**config.mk**
```make
export PLATFORM = sky130hd
export DESIGN_NAME = muldiv_ctrl
export DESIGN_NICKNAME = d
export VERILOG_FILES = /design/src/rtl/muldiv_pkg.sv /design/src/rtl/muldiv_watchdog.sv /design/src/rtl/muldiv_ctrl.sv
export SDC_FILE = /design/constraint.sdc
export NUM_CORES = 1
export LEC_CHECK = 0
export ABC_AREA = 1
export CORE_AREA = 4 4 41 43
export CTS_BUF_LIST = sky130_fd_sc_hd__clkbuf_8
export DETAILED_ROUTE_END_ITERATION = 12
export DIE_AREA = 0 0 45 47
export GPL_TIMING_DRIVEN = 0
export SKIP_LAST_GASP = 1
export SLEW_MARGIN = 20
export SYNTH_ARGS = -nofsm -noshare
export SYNTH_HDL_FRONTEND = slang
export SYNTH_SLANG_ARGS = --single-unit
```
**constraint.sdc**
```tcl
create_clock -name clk -period 1.1 [get_ports clk]
set_input_delay 0.11 -clock clk [delete_from_list [all_inputs] [get_ports clk]]
set_output_delay 0.11 -clock clk [all_outputs]
set_load 0.05 [all_outputs]
```
**src/rtl/muldiv_pkg.sv**
```systemverilog
// ============================================================================
// Module      : muldiv_pkg
// Description : Shared state encoding and constants for the multiply/divide
//               sequencing controller.
// Revision    : 1.0 - initial release
// ============================================================================
`default_nettype none

package muldiv_pkg;

    typedef enum logic [2:0] {
        ST_IDLE     = 3'd0,
        ST_MULT_RUN = 3'd1,
        ST_DIV_RUN  = 3'd2,
        ST_WRITE    = 3'd3,
        ST_DONE     = 3'd4,
        ST_EXC      = 3'd5
    } state_t;

    localparam logic HILO_SEL_MULT      = 1'b0;
    localparam logic HILO_SEL_DIV       = 1'b1;
    localparam int   MAX_CYCLES_DEFAULT = 40;
    localparam int   WDOG_CNT_W         = 6;

endpackage

`default_nettype wire

```
**src/rtl/muldiv_watchdog.sv**
```systemverilog
// ============================================================================
// Module      : muldiv_watchdog
// Description : Run-state cycle counter; flags the last permitted run cycle.
// Revision    : 1.0 - initial release
// ============================================================================
`default_nettype none

module muldiv_watchdog
    import muldiv_pkg::*;
#(
    parameter int MAX_CYCLES = MAX_CYCLES_DEFAULT
) (
    input  logic clk,
    input  logic reset,
    input  logic clear,
    input  logic enable,
    output logic expired
);

    localparam logic [WDOG_CNT_W-1:0] c_last_cycle = WDOG_CNT_W'(MAX_CYCLES - 1);
    localparam logic [WDOG_CNT_W-1:0] c_cnt_max    = {WDOG_CNT_W{1'b1}};

    logic [WDOG_CNT_W-1:0] r_count;

    // Counter holds 0 in the first run cycle, so cycle N of a run sees N-1.
    always_ff @(posedge clk or posedge reset) begin
        if (reset) begin
            r_count <= '0;
        end else if (clear) begin
            r_count <= '0;
        end else if (enable && (r_count != c_cnt_max)) begin
            r_count <= r_count + 1'b1;
        end
    end

    assign expired = enable && (r_count == c_last_cycle);

endmodule

`default_nettype wire

```
**src/rtl/muldiv_ctrl.sv**
```systemverilog
// ============================================================================
// Module      : muldiv_ctrl
// Description : Sequences multiply/divide units and HI/LO writeback.
//               Optional watchdog enabled by defining MULDIV_TIMEOUT_EN.
// Revision    : 1.0 - initial release
// ============================================================================
`default_nettype none

module muldiv_ctrl
    import muldiv_pkg::*;
#(
    parameter int MAX_CYCLES = MAX_CYCLES_DEFAULT
) (
    input  logic clk,
    input  logic reset,
    input  logic op_mult,
    input  logic op_div,
    input  logic mult_stop,
    input  logic div_stop,
    input  logic div_zero,
    output logic mult_init,
    output logic div_init,
    output logic hilo_sel,
    output logic high_load,
    output logic low_load,
    output logic busy,
    output logic done,
    output logic div_zero_exc,
    output logic timeout_exc
);

    if ((MAX_CYCLES < 2) || (MAX_CYCLES > 63)) begin : g_bad_max_cycles
        $error("muldiv_ctrl: MAX_CYCLES must be within 2..63");
    end

    state_t r_state;
    state_t w_next;
    logic   r_mult_init;
    logic   r_div_init;
    logic   r_hilo_sel;
    logic   r_zero_exc;
    logic   r_timeout_exc;
    logic   w_start_mult;
    logic   w_start_div;
    logic   w_zero;
    logic   w_timeout;
    logic   w_expired;

`ifdef MULDIV_TIMEOUT_EN
    logic w_run;

    assign w_run = (r_state == ST_MULT_RUN) || (r_state == ST_DIV_RUN);

    muldiv_watchdog #(
        .MAX_CYCLES (MAX_CYCLES)
    ) u_watchdog (
        .clk     (clk),
        .reset   (reset),
        .clear   (!w_run),
        .enable  (w_run),
        .expired (w_expired)
    );
`else
    assign w_expired = 1'b0;
`endif

    always_ff @(posedge clk or posedge reset) begin
        if (reset) begin
            r_state       <= ST_IDLE;
            r_mult_init   <= 1'b0;
            r_div_init    <= 1'b0;
            r_hilo_sel    <= HILO_SEL_MULT;
            r_zero_exc    <= 1'b0;
            r_timeout_exc <= 1'b0;
        end else begin
            r_state       <= w_next;
            r_mult_init   <= w_start_mult;
            r_div_init    <= w_start_div;
            r_zero_exc    <= w_zero;
            r_timeout_exc <= w_timeout;
            if (w_start_mult) begin
                r_hilo_sel <= HILO_SEL_MULT;
            end else if (w_start_div) begin
                r_hilo_sel <= HILO_SEL_DIV;
            end
        end
    end

    // Completion beats the watchdog when both land on the same cycle.
    always_comb begin
        w_next       = r_state;
        w_start_mult = 1'b0;
        w_start_div  = 1'b0;
        w_zero       = 1'b0;
        w_timeout    = 1'b0;
        case (r_state)
            ST_IDLE: begin
                if (op_mult) begin
                    w_next       = ST_MULT_RUN;
                    w_start_mult = 1'b1;
                end else if (op_div) begin
                    w_next      = ST_DIV_RUN;
                    w_start_div = 1'b1;
                end
            end
            ST_MULT_RUN: begin
                if (mult_stop) begin
                    w_next = ST_WRITE;
                end else if (w_expired) begin
                    w_next    = ST_EXC;
                    w_timeout = 1'b1;
                end
            end
            ST_DIV_RUN: begin
                if (div_zero) begin
                    w_next = ST_EXC;
                    w_zero = 1'b1;
                end else if (div_stop) begin
                    w_next = ST_WRITE;
                end else if (w_expired) begin
                    w_next    = ST_EXC;
                    w_timeout = 1'b1;
                end
            end
            ST_WRITE: w_next = ST_DONE;
            ST_DONE:  w_next = ST_IDLE;
            ST_EXC:   w_next = ST_IDLE;
            default:  w_next = ST_IDLE;
        endcase
    end

    assign mult_init    = r_mult_init;
    assign div_init     = r_div_init;
    assign hilo_sel     = r_hilo_sel;
    assign high_load    = (r_state == ST_WRITE);
    assign low_load     = (r_state == ST_WRITE);
    assign busy         = (r_state != ST_IDLE);
    assign done         = (r_state == ST_DONE);
    assign div_zero_exc = r_zero_exc;
    assign timeout_exc  = r_timeout_exc;

endmodule

`default_nettype wire

```
Yosys cells after proc, flatten, opt, wreduce, memory -nomap -nowiden
Cells that the tools add are included.
Widths: inputs -> output; s select.

storage, ports and cells
  register bits = 7
  output and inout bits = 9
  logic and storage cells = 31

cells by class
  eq/ne operators = 7
  multiplexer cells = 15
  reductions and logical operators = 4

operators with widths
  operator            count
  $mux 3              5
  $pmux 3 s4          1
  $mux 1              9
  $eq 3x2->1 const B  2
  $ne 3x3->1 const B  2
  $eq 3x1->1 const B  1
  $eq 3x3->1 const B  1
  $logic_not 3->1     1
  $reduce_and 3->1    1
  $reduce_bool 3->1   1
  $ne 2x2->1 const B  1
  $reduce_bool 2->1   1

Longest topological paths before layout
  depth in word-level cells = 5
  depth in mapped cells = 7

Worst setup path after synthesis
OpenSTA, ideal clock, no wires.

  kind = register -> output
  from = register r_state[2]
  to = output port low_load
  arrival time = 1604 ps
  data required time = 990 ps
  setup slack = -614 ps
  stages on the path, launching flop included = 5
  path through = dfrtp_1 > nor2_4 > inv_2 > nor2_1 > buf_4

on the way
  cells in the longest elaborated chain, start to end = 1

RTL lines
  what                    line               text
  start, declared         muldiv_ctrl.sv:36  state_t r_state;
  start signal, assigned  muldiv_ctrl.sv:76  r_state <= w_next;
  $eq 3x2->1              n/a
  end, declared           muldiv_ctrl.sv:25  output logic low_load,

No other way between the ends.

Final worst setup path
  from = register r_state[2]
  to = output port low_load

on the way
  cells in the longest elaborated chain, start to end = 1

RTL lines
  what        line                text
  $eq 3x2->1  muldiv_ctrl.sv:136  assign low_load = (r_state == ST_WRITE);

No other way between the ends.

==> impl_metrics.ini <==
[worst_setup_path]
slowest_stage = dfrtp_2
worst_setup_path_start_kind = flip-flop
crit_top_cell = nor2_4
endpoint_kind = output port
critPathBufInv = 3
critPathTopFamily = flip-flops
path_class = flip-flop to output port
path_cells = nor2_4 -> inv_2 -> nor2_4 -> buf_6 -> buf_8
cp_max_fo = 3
critPathMaxStageDelay_ns = 0.42
arrival_ns = 1.15
worstPathRequired_ns = 0.99

[route]
viasPerCell = 4.16
drtPass1Iterations = 4
drt_iter0_markers = 7
ant_nets = 0
wl_per_cell_um = 9.27
post-route-drc-count = 0
vias = 341
drt-total-wl_um = 760

[grt]
use_met2 = 0.127
grt_max_degree = 8
antenna_found_initial = 0
grt_pass1_vias = 317
grt_usage = 0.0813
met1_usage = 0.0909
globalRouteMet3Util = 0.0115
top_usage_layer = met2
grt_remaining_overflow = 0
grt_pass1_wl_um = 1190

[floorplan]
placementRows = 13
die_h_um = 47
die-width_um = 45
core-area_mm2 = 0.00130
die_area_mm2 = 0.00212
ios = 16
start_util = 0.276

[power]
leakagePower_nw = 0.324
ir_worst_vdd_mv = 1.28
p_per_area_mw_per_mm2 = 3350
p_total_w = 0.00219

[final_layout]
fin_cells = 82
fill_cells = 133
num_antenna_cells = 0
final_common_cell = nor2_1
utilization = 0.503
design_area_um2 = 654
layout-area-overhead-vs-synth_pct = 82.2
drive_gt1_frac = 0.478
layout_common_cells = 7 x nor2_1, 6 x nand2_1, 6 x clkdlybuf4s50_1
nets = 75

[cts]
root_buffer = clkbuf_8
cts_buffers = 3
clkLatencyLatePin_ns = 0.22
clk_pin_slew_ns = 0.04
clock_path_buffers = 2
clock_sinks = 7
htreeDepth = 1
cts_hold_buf = 0
cts_tree = yes

[timing]
fin_crit_sh = 1.14
rsz0062_at_grt = true
fin_hold_ws_ns = 0.114
finalHoldViolations = 0
period_needed_ns = 1.26
drv_slew = 0
fin_skew_ns = 0.00133
fmaxAchievable_mhz = 796
setup_ws_ns = -0.156
finalSetupViolations = 8

[logic_synthesis]
syn_nets = 51
synth_area_per_cell_um2 = 8.16
ys_types = 17
yosys_warnings = 0
netlist_instances = 44
ys_seq_area_frac = 0.488
ys_ff_latch = 7
syn_area_um2 = 359

[run_status]
status = finished with violations
violations = setup timing

[placed_design]
placedInstanceArea_um2 = 539
io_buffers = 14
dp_cells = 73
hpwlAfterDp_um = 557
gp_congestion = 0.722

[hold_path]
hp-class = input port to asynchronous set/reset pin

[run]
drv_cap = 0
==> metal layers <==
metal | wire (um) | vias up
li1 | - | 181
met5 | 0 | -
met2 | 374 | 8
met4 | 19 | 0
met3 | 34 | 2
met1 | 331 | 150
==> stage by stage <==
step	setup TNS, ns	setup slack (ns)
6_report	-0.759	-0.156
5_1_grt	-1.25	-0.224
4_1_cts	-0.524	-0.216
3_5_place_dp	-2.66	-0.634
3_3_place_gp	-2.61	-0.639
2_1_floorplan	-0.228	-0.132
==> sequential cells by signal (all words and copies together), names as in the netlist <==
name,flops
r_state,3
hilo_sel,1
div_init,1
mult_init,1
div_zero_exc,1
==> where the power goes <==
part / internal (W) / switching (W)
Sequential: 0.000370 / 0.0000961
Combinational: 0.000571 / 0.000821
Clock: 0.000240 / 0.0000933
==> Yosys cell counts <==
master / n / area, um2
nor2_4: 1 / 11.3
nand3_2: 1 / 10.0
o21ai_0: 2 / 10.0
conb_1: 1 / 3.75
buf_4: 2 / 15.0
inv_2: 3 / 11.3
nor2_1: 8 / 30.0
inv_1: 4 / 15.0
dfrtp_1: 7 / 175
a21oi_1: 2 / 10.0
nand2_1: 6 / 22.5
nor3b_1: 1 / 7.51
o21ai_1: 1 / 5.00
nor2_2: 1 / 6.26
o21ai_2: 1 / 8.76
nand2_2: 2 / 12.5
nand3_1: 1 / 5.00
==> logic make-up after synthesis <==
logic type / after synthesis / synth area share
AO/OA/AOI/OAI: 6 / 0.0941
buffers and inverters: 9 / 0.115
flip-flops: 7 / 0.488
other: 1 / 0.0104
AND/OR/NAND/NOR: 21 / 0.293
==> worst register-to-register path, stage by stage, from the launching register on <==
cell and delay, ns:
dfrtp_2 0.42, buf_4 0.15, nor2_4 0.12, buf_6 0.12, nand2_1 0.04, nor2_1 0.10
nor2_1 0.05, nand2_1 0.05, nand2_1 0.05
==> final timing paths <==
| kind | start | to | slack, ns | depth (start not counted) |
|---|---|---|---|---|
| max in group asynchronous | reset | r_state[2] | 0.77 | 2 |
| setup / recovery | r_state[2] | low_load | -0.16 | 5 |
| hold / removal | reset | hilo_sel | 0.11 | 2 |
| min in group clk | op_div | div_init | 0.47 | 3 |
| hold reg to reg | hilo_sel | hilo_sel | 0.48 | 2 |
| setup reg to reg | r_state[2] | r_state[1] | -0.12 | 8 |
==> what timing repair did <==
item,in CTS,in global routing
setup buffers,3,2
endpoints found under the setup margin,8,8
pin swaps,3,7
resized for setup,45,3
==> area by class of cell <==
| class | count | area, um2 | share of cell area |
|---|---|---|---|
| timing repair buffer | 19 | 199 | 0.304 |
| sequential | 7 | 179 | 0.273 |
| multi-input combinational | 28 | 165 | 0.252 |
| clock buffer | 3 | 41.3 | 0.0631 |
| inverter | 7 | 28.8 | 0.0440 |
| buffer | 2 | 18.8 | 0.0287 |
| tap | 15 | 18.8 | 0.0287 |
| clock inverter | 1 | 3.75 | 0.00574 |
Note: power is estimated with default switching activity, not from simulation.
